### src/rtl/chain_relax_core_if.sv
// chain_relax_core_if: frame handshake, boundary, anchor and node-position bundle for one chain core.
interface chain_relax_core_if #(
    parameter int NODES = 5,
    parameter int W     = 32
);
    logic                 start;
    logic                 mode;
    logic                 is_first;
    logic                 is_last;
    logic [W-1:0]         prev_x;
    logic [W-1:0]         prev_y;
    logic [W-1:0]         next_x;
    logic [W-1:0]         next_y;
    logic [W-1:0]         x_mouse;
    logic [W-1:0]         y_mouse;
    logic                 busy;
    logic                 done;
    logic [NODES*W-1:0]   nodes_x;
    logic [NODES*W-1:0]   nodes_y;

    modport master (
        output start, mode, is_first, is_last, prev_x, prev_y, next_x, next_y, x_mouse, y_mouse,
        input  busy, done, nodes_x, nodes_y
    );

    modport slave (
        input  start, mode, is_first, is_last, prev_x, prev_y, next_x, next_y, x_mouse, y_mouse,
        output busy, done, nodes_x, nodes_y
    );
endinterface

### src/rtl/chain_relax_core.sv
// chain_relax_core: NODES chain positions relaxed one node per cycle (Gauss-Seidel) by a shared
// smoothing/clamp datapath, ITERS sweeps per frame under a start/done handshake.
module chain_relax_core #(
    parameter int NODES     = 5,
    parameter int W         = 32,
    parameter int CORE_ID   = 1,
    parameter int ITERS     = 4,
    parameter int MAX_SEG   = 64,
    parameter int INIT_STEP = 16
) (
    input logic              clk,
    input logic              reset,
    chain_relax_core_if.slave bus
);
    localparam int IXW = $clog2(NODES);
    localparam int ITW = ITERS > 1 ? $clog2(ITERS) : 1;
    localparam logic [IXW-1:0] LAST_IDX = IXW'(NODES - 1);
    localparam logic [ITW-1:0] LAST_ITER = ITW'(ITERS - 1);
    localparam logic signed [W:0] SEG = (W+1)'(MAX_SEG);
    localparam logic signed [W-1:0] SEGW = W'(MAX_SEG);

    typedef enum logic [1:0] {IDLE, LOAD, RELAX, DONE} state_t;

    state_t state, state_n;
    logic [IXW-1:0] idx;
    logic [ITW-1:0] iter;
    logic signed [W-1:0] px [NODES];
    logic signed [W-1:0] py [NODES];
    logic mode_r, first_r, last_r;
    logic signed [W-1:0] prev_x_r, prev_y_r, next_x_r, next_y_r;
    logic signed [W-1:0] cur_x, cur_y, l_x, l_y, r_x, r_y, new_x, new_y;
    logic hold, last_step;

    // Smoothing averages in W+2 bits and floors; clamp limits cur-L per axis, wrapping mod 2^W.
    function automatic logic signed [W-1:0] relax(input logic signed [W-1:0] cur, l, r,
                                                  input logic clamp, input logic keep);
        logic signed [W+1:0] sum;
        logic signed [W+1:0] avg;
        logic signed [W:0] d;
        sum = {{2{l[W-1]}}, l} + {cur[W-1], cur, 1'b0} + {{2{r[W-1]}}, r};
        avg = sum >>> 2;
        d = {cur[W-1], cur} - {l[W-1], l};
        return keep ? cur :
               !clamp ? avg[W-1:0] :
               d > SEG ? l + SEGW :
               d < -SEG ? l - SEGW : cur;
    endfunction

    always_comb begin
        cur_x = px[idx];
        cur_y = py[idx];
        l_x = idx == '0 ? prev_x_r : px[idx - 1'b1];
        l_y = idx == '0 ? prev_y_r : py[idx - 1'b1];
        r_x = idx == LAST_IDX ? next_x_r : px[idx + 1'b1];
        r_y = idx == LAST_IDX ? next_y_r : py[idx + 1'b1];
        hold = (idx == '0 && first_r) || (idx == LAST_IDX && last_r && !mode_r);
        new_x = relax(cur_x, l_x, r_x, mode_r, hold);
        new_y = relax(cur_y, l_y, r_y, mode_r, hold);
        last_step = idx == LAST_IDX && iter == LAST_ITER;
    end

    always_comb begin
        state_n = state;
        case (state)
            IDLE:    state_n = bus.start ? LOAD : IDLE;
            LOAD:    state_n = RELAX;
            RELAX:   state_n = last_step ? DONE : RELAX;
            default: state_n = IDLE;
        endcase
    end

    always_ff @(posedge clk) begin
        if (!reset) begin
            state <= IDLE;
            idx <= '0;
            iter <= '0;
            bus.busy <= 1'b0;
            bus.done <= 1'b0;
            for (int k = 0; k < NODES; k++) begin
                px[k] <= W'((k + (CORE_ID - 1) * NODES + 1) * INIT_STEP);
                py[k] <= '0;
            end
        end else begin
            state <= state_n;
            bus.busy <= state_n == RELAX || state_n == DONE;
            bus.done <= state_n == DONE;
            if (state == LOAD) begin
                mode_r <= bus.mode;
                first_r <= bus.is_first;
                last_r <= bus.is_last;
                prev_x_r <= bus.prev_x;
                prev_y_r <= bus.prev_y;
                next_x_r <= bus.next_x;
                next_y_r <= bus.next_y;
                idx <= '0;
                iter <= '0;
                if (bus.is_first) begin
                    px[0] <= bus.x_mouse;
                    py[0] <= bus.y_mouse;
                end
            end
            if (state == RELAX) begin
                px[idx] <= new_x;
                py[idx] <= new_y;
                idx <= idx == LAST_IDX ? '0 : idx + 1'b1;
                if (idx == LAST_IDX) iter <= iter + 1'b1;
            end
        end
    end

    for (genvar k = 0; k < NODES; k++) begin : g_pack
        assign bus.nodes_x[k*W +: W] = px[k];
        assign bus.nodes_y[k*W +: W] = py[k];
    end
endmodule

### src/flat_wrapper.sv
// flat-port wrapper written by rule: the top's interface ports become plain ports
module chain_relax_core_flat 
#(
    parameter int NODES     = 5,
    parameter int W         = 32,
    parameter int CORE_ID   = 1,
    parameter int ITERS     = 4,
    parameter int MAX_SEG   = 64,
    parameter int INIT_STEP = 16
)
  (clk, reset, bus_start, bus_mode, bus_is_first, bus_is_last, bus_prev_x, bus_prev_y, bus_next_x, bus_next_y, bus_x_mouse, bus_y_mouse, bus_busy, bus_done, bus_nodes_x, bus_nodes_y);
  chain_relax_core_if #(.NODES(NODES), .W(W)) bus_i ();
  input logic clk;
  input logic reset;
  input wire logic [$bits(bus_i.start)-1:0] bus_start;
  input wire logic [$bits(bus_i.mode)-1:0] bus_mode;
  input wire logic [$bits(bus_i.is_first)-1:0] bus_is_first;
  input wire logic [$bits(bus_i.is_last)-1:0] bus_is_last;
  input wire logic [$bits(bus_i.prev_x)-1:0] bus_prev_x;
  input wire logic [$bits(bus_i.prev_y)-1:0] bus_prev_y;
  input wire logic [$bits(bus_i.next_x)-1:0] bus_next_x;
  input wire logic [$bits(bus_i.next_y)-1:0] bus_next_y;
  input wire logic [$bits(bus_i.x_mouse)-1:0] bus_x_mouse;
  input wire logic [$bits(bus_i.y_mouse)-1:0] bus_y_mouse;
  output wire logic [$bits(bus_i.busy)-1:0] bus_busy;
  output wire logic [$bits(bus_i.done)-1:0] bus_done;
  output wire logic [$bits(bus_i.nodes_x)-1:0] bus_nodes_x;
  output wire logic [$bits(bus_i.nodes_y)-1:0] bus_nodes_y;
  assign bus_i.start = bus_start;
  assign bus_i.mode = bus_mode;
  assign bus_i.is_first = bus_is_first;
  assign bus_i.is_last = bus_is_last;
  assign bus_i.prev_x = bus_prev_x;
  assign bus_i.prev_y = bus_prev_y;
  assign bus_i.next_x = bus_next_x;
  assign bus_i.next_y = bus_next_y;
  assign bus_i.x_mouse = bus_x_mouse;
  assign bus_i.y_mouse = bus_y_mouse;
  assign bus_busy = bus_i.busy;
  assign bus_done = bus_i.done;
  assign bus_nodes_x = bus_i.nodes_x;
  assign bus_nodes_y = bus_i.nodes_y;
  chain_relax_core #(.NODES(NODES), .W(W), .CORE_ID(CORE_ID), .ITERS(ITERS), .MAX_SEG(MAX_SEG), .INIT_STEP(INIT_STEP)) u_core (.clk(clk), .reset(reset), .bus(bus_i));
endmodule
### config.mk
export PLATFORM = sky130hd
export DESIGN_NAME = chain_relax_core_flat
export DESIGN_NICKNAME = d
export VERILOG_FILES = /design/src/rtl/chain_relax_core_if.sv /design/src/rtl/chain_relax_core.sv /design/src/flat_wrapper.sv
export SDC_FILE = /design/constraint.sdc
export NUM_CORES = 2
export LEC_CHECK = 0
export CORE_MARGIN = 8
export CORE_UTILIZATION = 45
export CTS_CLUSTER_SIZE = 25
export DETAILED_ROUTE_END_ITERATION = 7
export MAX_ROUTING_LAYER = met4
export PLACE_DENSITY = 0.66
export SLEW_MARGIN = 20
export SYNTH_ARGS = -nofsm -noshare
export SYNTH_HDL_FRONTEND = slang
export SYNTH_SLANG_ARGS = --single-unit
### constraint.sdc
create_clock -name clk -period 32.8 [get_ports clk]
set_input_delay 4.92 -clock clk [delete_from_list [all_inputs] [get_ports clk]]
set_output_delay 4.92 -clock clk [all_outputs]
set_load 0.05 [all_outputs]
==> key figures <==
CTS
  – CTS clk-pin slew, worst paths: 0.06 ns
  – Root Buffer: clkbuf_16
  – Bufs on Longest Clock Path: 3
  – Resize count post-CTS: 0
  – Skew-Pair Late Insertion Delay: 0.67 ns
  – Htree depth: 3
  – CTS Buf Count: 77
  – Hold_buf cts: 0
  – Clock sink count: 654
  – CTS tree: yes
  – Post-CTS Setup Inserts: 0

Global route
  – Pin count of the biggest net entering global routing: 107
  – GRT Overall Usage: 33.4%
  – Global route overflow: 0
  – Vias in the first global route: 41,102
  – First-pass GRT wire length: 291 mm
  – Antenna violations before repair: 4

Synthesis
  – Synth top area cells: edfxtp_1 (40%), mux4_2 (18%), ha_1 (3.5%)
  – Mapped Nets: 4,731
  – Top cell type's share of synthesized area: 39.5%
  – Number of distinct library cells after synthesis: a little over 100
  – Top cells by count, synth: edfxtp_1 (643), nor2_1 (445), nand2_1 (388)
  – Yosys warns: 0
  – Synth area leader: edfxtp_1
  – Post-synthesis async set-or-reset flop share: 0%
  – Gate Count Post-Synth: 4,327
  – Netlist Area Pre-Place: 48,900 µm²
  – Register area share after synthesis: around two fifths
  – Post-synth EDFFs: 643
  – Cell with the most instances after synthesis: edfxtp_1
  – Ys flop type: edfxtp_1
  – Syn_area_per_cell: 11.3 µm²
  – Synthesized flop and latch total: 654

Timing
  – Slew Viols, Final: 0
  – Worst rel slew slack: about 20%
  – Least-Margin Pin Slew: 1.20 ns
  – Clock period minus worst slack: 9.80 ns
  – RSZ-0062 raised after global routing: no
  – Period utilization: ~30%
  – FMAX: 102 MHz
  – Setup Total Neg Slack: 0 ns
  – # setup viols final: 0
  – Hold_ws: just over 0.5 ns
  – Hold Vio Cnt, Final: 0
  – Final Skew: roughly 0.04 ns

Min path
  – Worst Hold Class: flip-flop to flip-flop

Cells and area
  – Post-layout util: 53.8%
  – Fin cells: around 6,200
  – Layout area overhead: 19.1%
  – Final nets: 5,135
  – Fraction of layout cells with a size suffix above 1: 15.2%

Detailed routing
  – Remaining DRCs: 0
  – Post-route ant nets: 0
  – Initial DRC Count: 6,355
  – Number of detailed-route iterations in the first pass: 6
  – Via count: 42,855
  – Vias/cell: between 6 and 7
  – Routed len/inst: 32.5 µm
  – Post-Route WL: 202 mm

Floorplanning
  – Core area: 108,000 µm²
  – IO Count: 520
  – Initial Util: 45.1%
  – Row Count: 121
  – Die extent in x: about 350 µm
  – Die Y: 346 µm
  – Die area: 119,000 µm²

Worst setup path
  – CP endpoint kind: flip-flop
  – CP max FO: 93
  – Crit-path cells: inv_1 -> ha_4 -> buf_12 -> buf_4 -> mux4_2 -> mux2i_1 -> o21ai_1 -> inv_1 -> ha_1 -> a21o_1 -> a21o_1 -> a21oi_1 -> o21bai_1 -> or4b_2 -> nand3_1 -> nor3_1 -> and3_1 -> and4_1 -> buf_4 -> mux2i_2 -> buf_4 -> o21ai_1 -> a221oi_1 -> o21ai_0
  – WP data arrival: 10.12 ns
  – Crit-path most repeated cell: buf_4
  – WS Path Type: flip-flop to flip-flop
  – Worst path slowest cell: a221oi_1
  – Worst path buffer plus inverter count: 6
  – Largest stage delay, worst path: 1.07 ns
  – Crit path launch type: flip-flop
  – CP delay by family, top: compound AO/OA/AOI/OAI gates
  – Required @ worst endpoint: around 33 ns

Power and ir drop
  – Worst vdd rail ir drop: approximately 0.038 mV
  – Leakage: 20.2 nW
  – Pwr/cell area: 46.6 nW/µm²

Place
  – Dpl cells: approximately 6,100
  – Post-DP HPWL: 147 mm
  – Gpl congestion: ~1.0
  – Port Buf Inserts: 519

Run
  – Maxcap violations: 0

Run status
  – Outcome: completed
[per-layer routing]
| metal | vias to the layer above | share of wire, % | GRT usage, % |
|---|---|---|---|
| met5 | - | 0 | - |
| met4 | 0 | 3.5 | 10.4 |
| met3 | 351 | 13 | 7.35 |
| met2 | 3155 | 42 | 47.2 |
| met1 | 21625 | 42 | 47.9 |
| li1 | 17724 | - | - |
[flip-flops by register name, indices dropped and copies added (netlist names), named ones only]
name	flops
u_core.bus.done	1
u_core.first_r	1
u_core.idx	3
u_core.iter	2
u_core.last_r	1
u_core.mode_r	1
u_core.next_x_r	32
u_core.next_y_r	32
u_core.prev_x_r	32
u_core.prev_y_r	32
u_core.px	256
u_core.py	256
u_core.state	2
[cells in the final DEF, fill, tap and decap left out, types with 33 or more instances in the layout]
master	Yosys	routed
a21o_1	58	58
o21ai_0	206	204
mux2_2	54	54
clkbuf_16	0	79
nor3_1	112	110
ha_1	138	137
o21a_1	52	52
a211oi_1	39	39
buf_4	10	87
mux2i_1	146	145
a21oi_1	239	239
edfxtp_1	643	643
nand2_1	388	380
xnor2_1	91	90
nand3_1	81	78
nand4_1	58	58
inv_1	156	156
clkdlybuf4s50_1	0	519
o21ai_1	39	39
fa_1	68	68
o211ai_1	33	33
mux4_2	384	384
nor2_1	445	439
a31oi_1	33	33
nor4_1	35	35
[cell type report]
type                    instances  area, µm²
clock buffers                  91       2020
repair buffers                609       5900
well taps                    1414       1770
diodes                          2       5.00
fillers                      9253      50000
inverters                     160        601
multi-input cells            3229      27800
flip-flops and latches        654      19500
clock inverters                46        548
[tightest hold or removal path: stages (launching register included)]
cell and delay, ns:
dfxtp_1 0.31, nand3b_1 0.08, a21boi_0 0.07
[worst paths after layout]
check | startpoint | end | slack [ns] | depth (start not counted)
hold reg to reg | u_core.iter[1] | u_core.iter[1] | 0.51 | 2
setup reg to reg | u_core.idx[0] | u_core.px[7][16] | 23.00 | 24
hold / removal | u_core.iter[1] | u_core.iter[1] | 0.51 | 2
setup / recovery | u_core.idx[0] | u_core.px[7][16] | 23.00 | 24
[stage by stage]
stage / area (µm²) / setup slack, ns / power, mW
2_1_floorplan: 48900 / 21.44 / 1.54
3_5_place_dp: 55600 / 23.20 / 1.80
4_1_cts: 58200 / 23.19 / 2.70
5_1_grt: 58200 / 22.22 / 2.80
3_3_place_gp: 55600 / 23.17 / 1.80
6_report: 58200 / 23.00 / 2.71
[kinds of logic (layout without fill, tap and decap cells)]
family | after synthesis | in the layout | synth area share [%]
AO/OA/AOI/OAI | 998 | 998 | 13.6
XOR/XNOR | 125 | 125 | 2.26
adder cells (fa/ha/maj) | 206 | 206 | 6.32
buffers and inverters | 444 | 906 | 3.56
flip-flops | 654 | 654 | 40.0
multiplexers | 585 | 585 | 22.0
other | 0 | 2 | 0
AND/OR/NAND/NOR | 1315 | 1315 | 12.3
[power by group]
part / switching (mW) / internal [mW]
clock network: 0.365 / 0.535
registers: 0.0288 / 0.948
logic: 0.533 / 0.304
total: 0.927 / 1.79
Power figures use the tool's default switching activity.
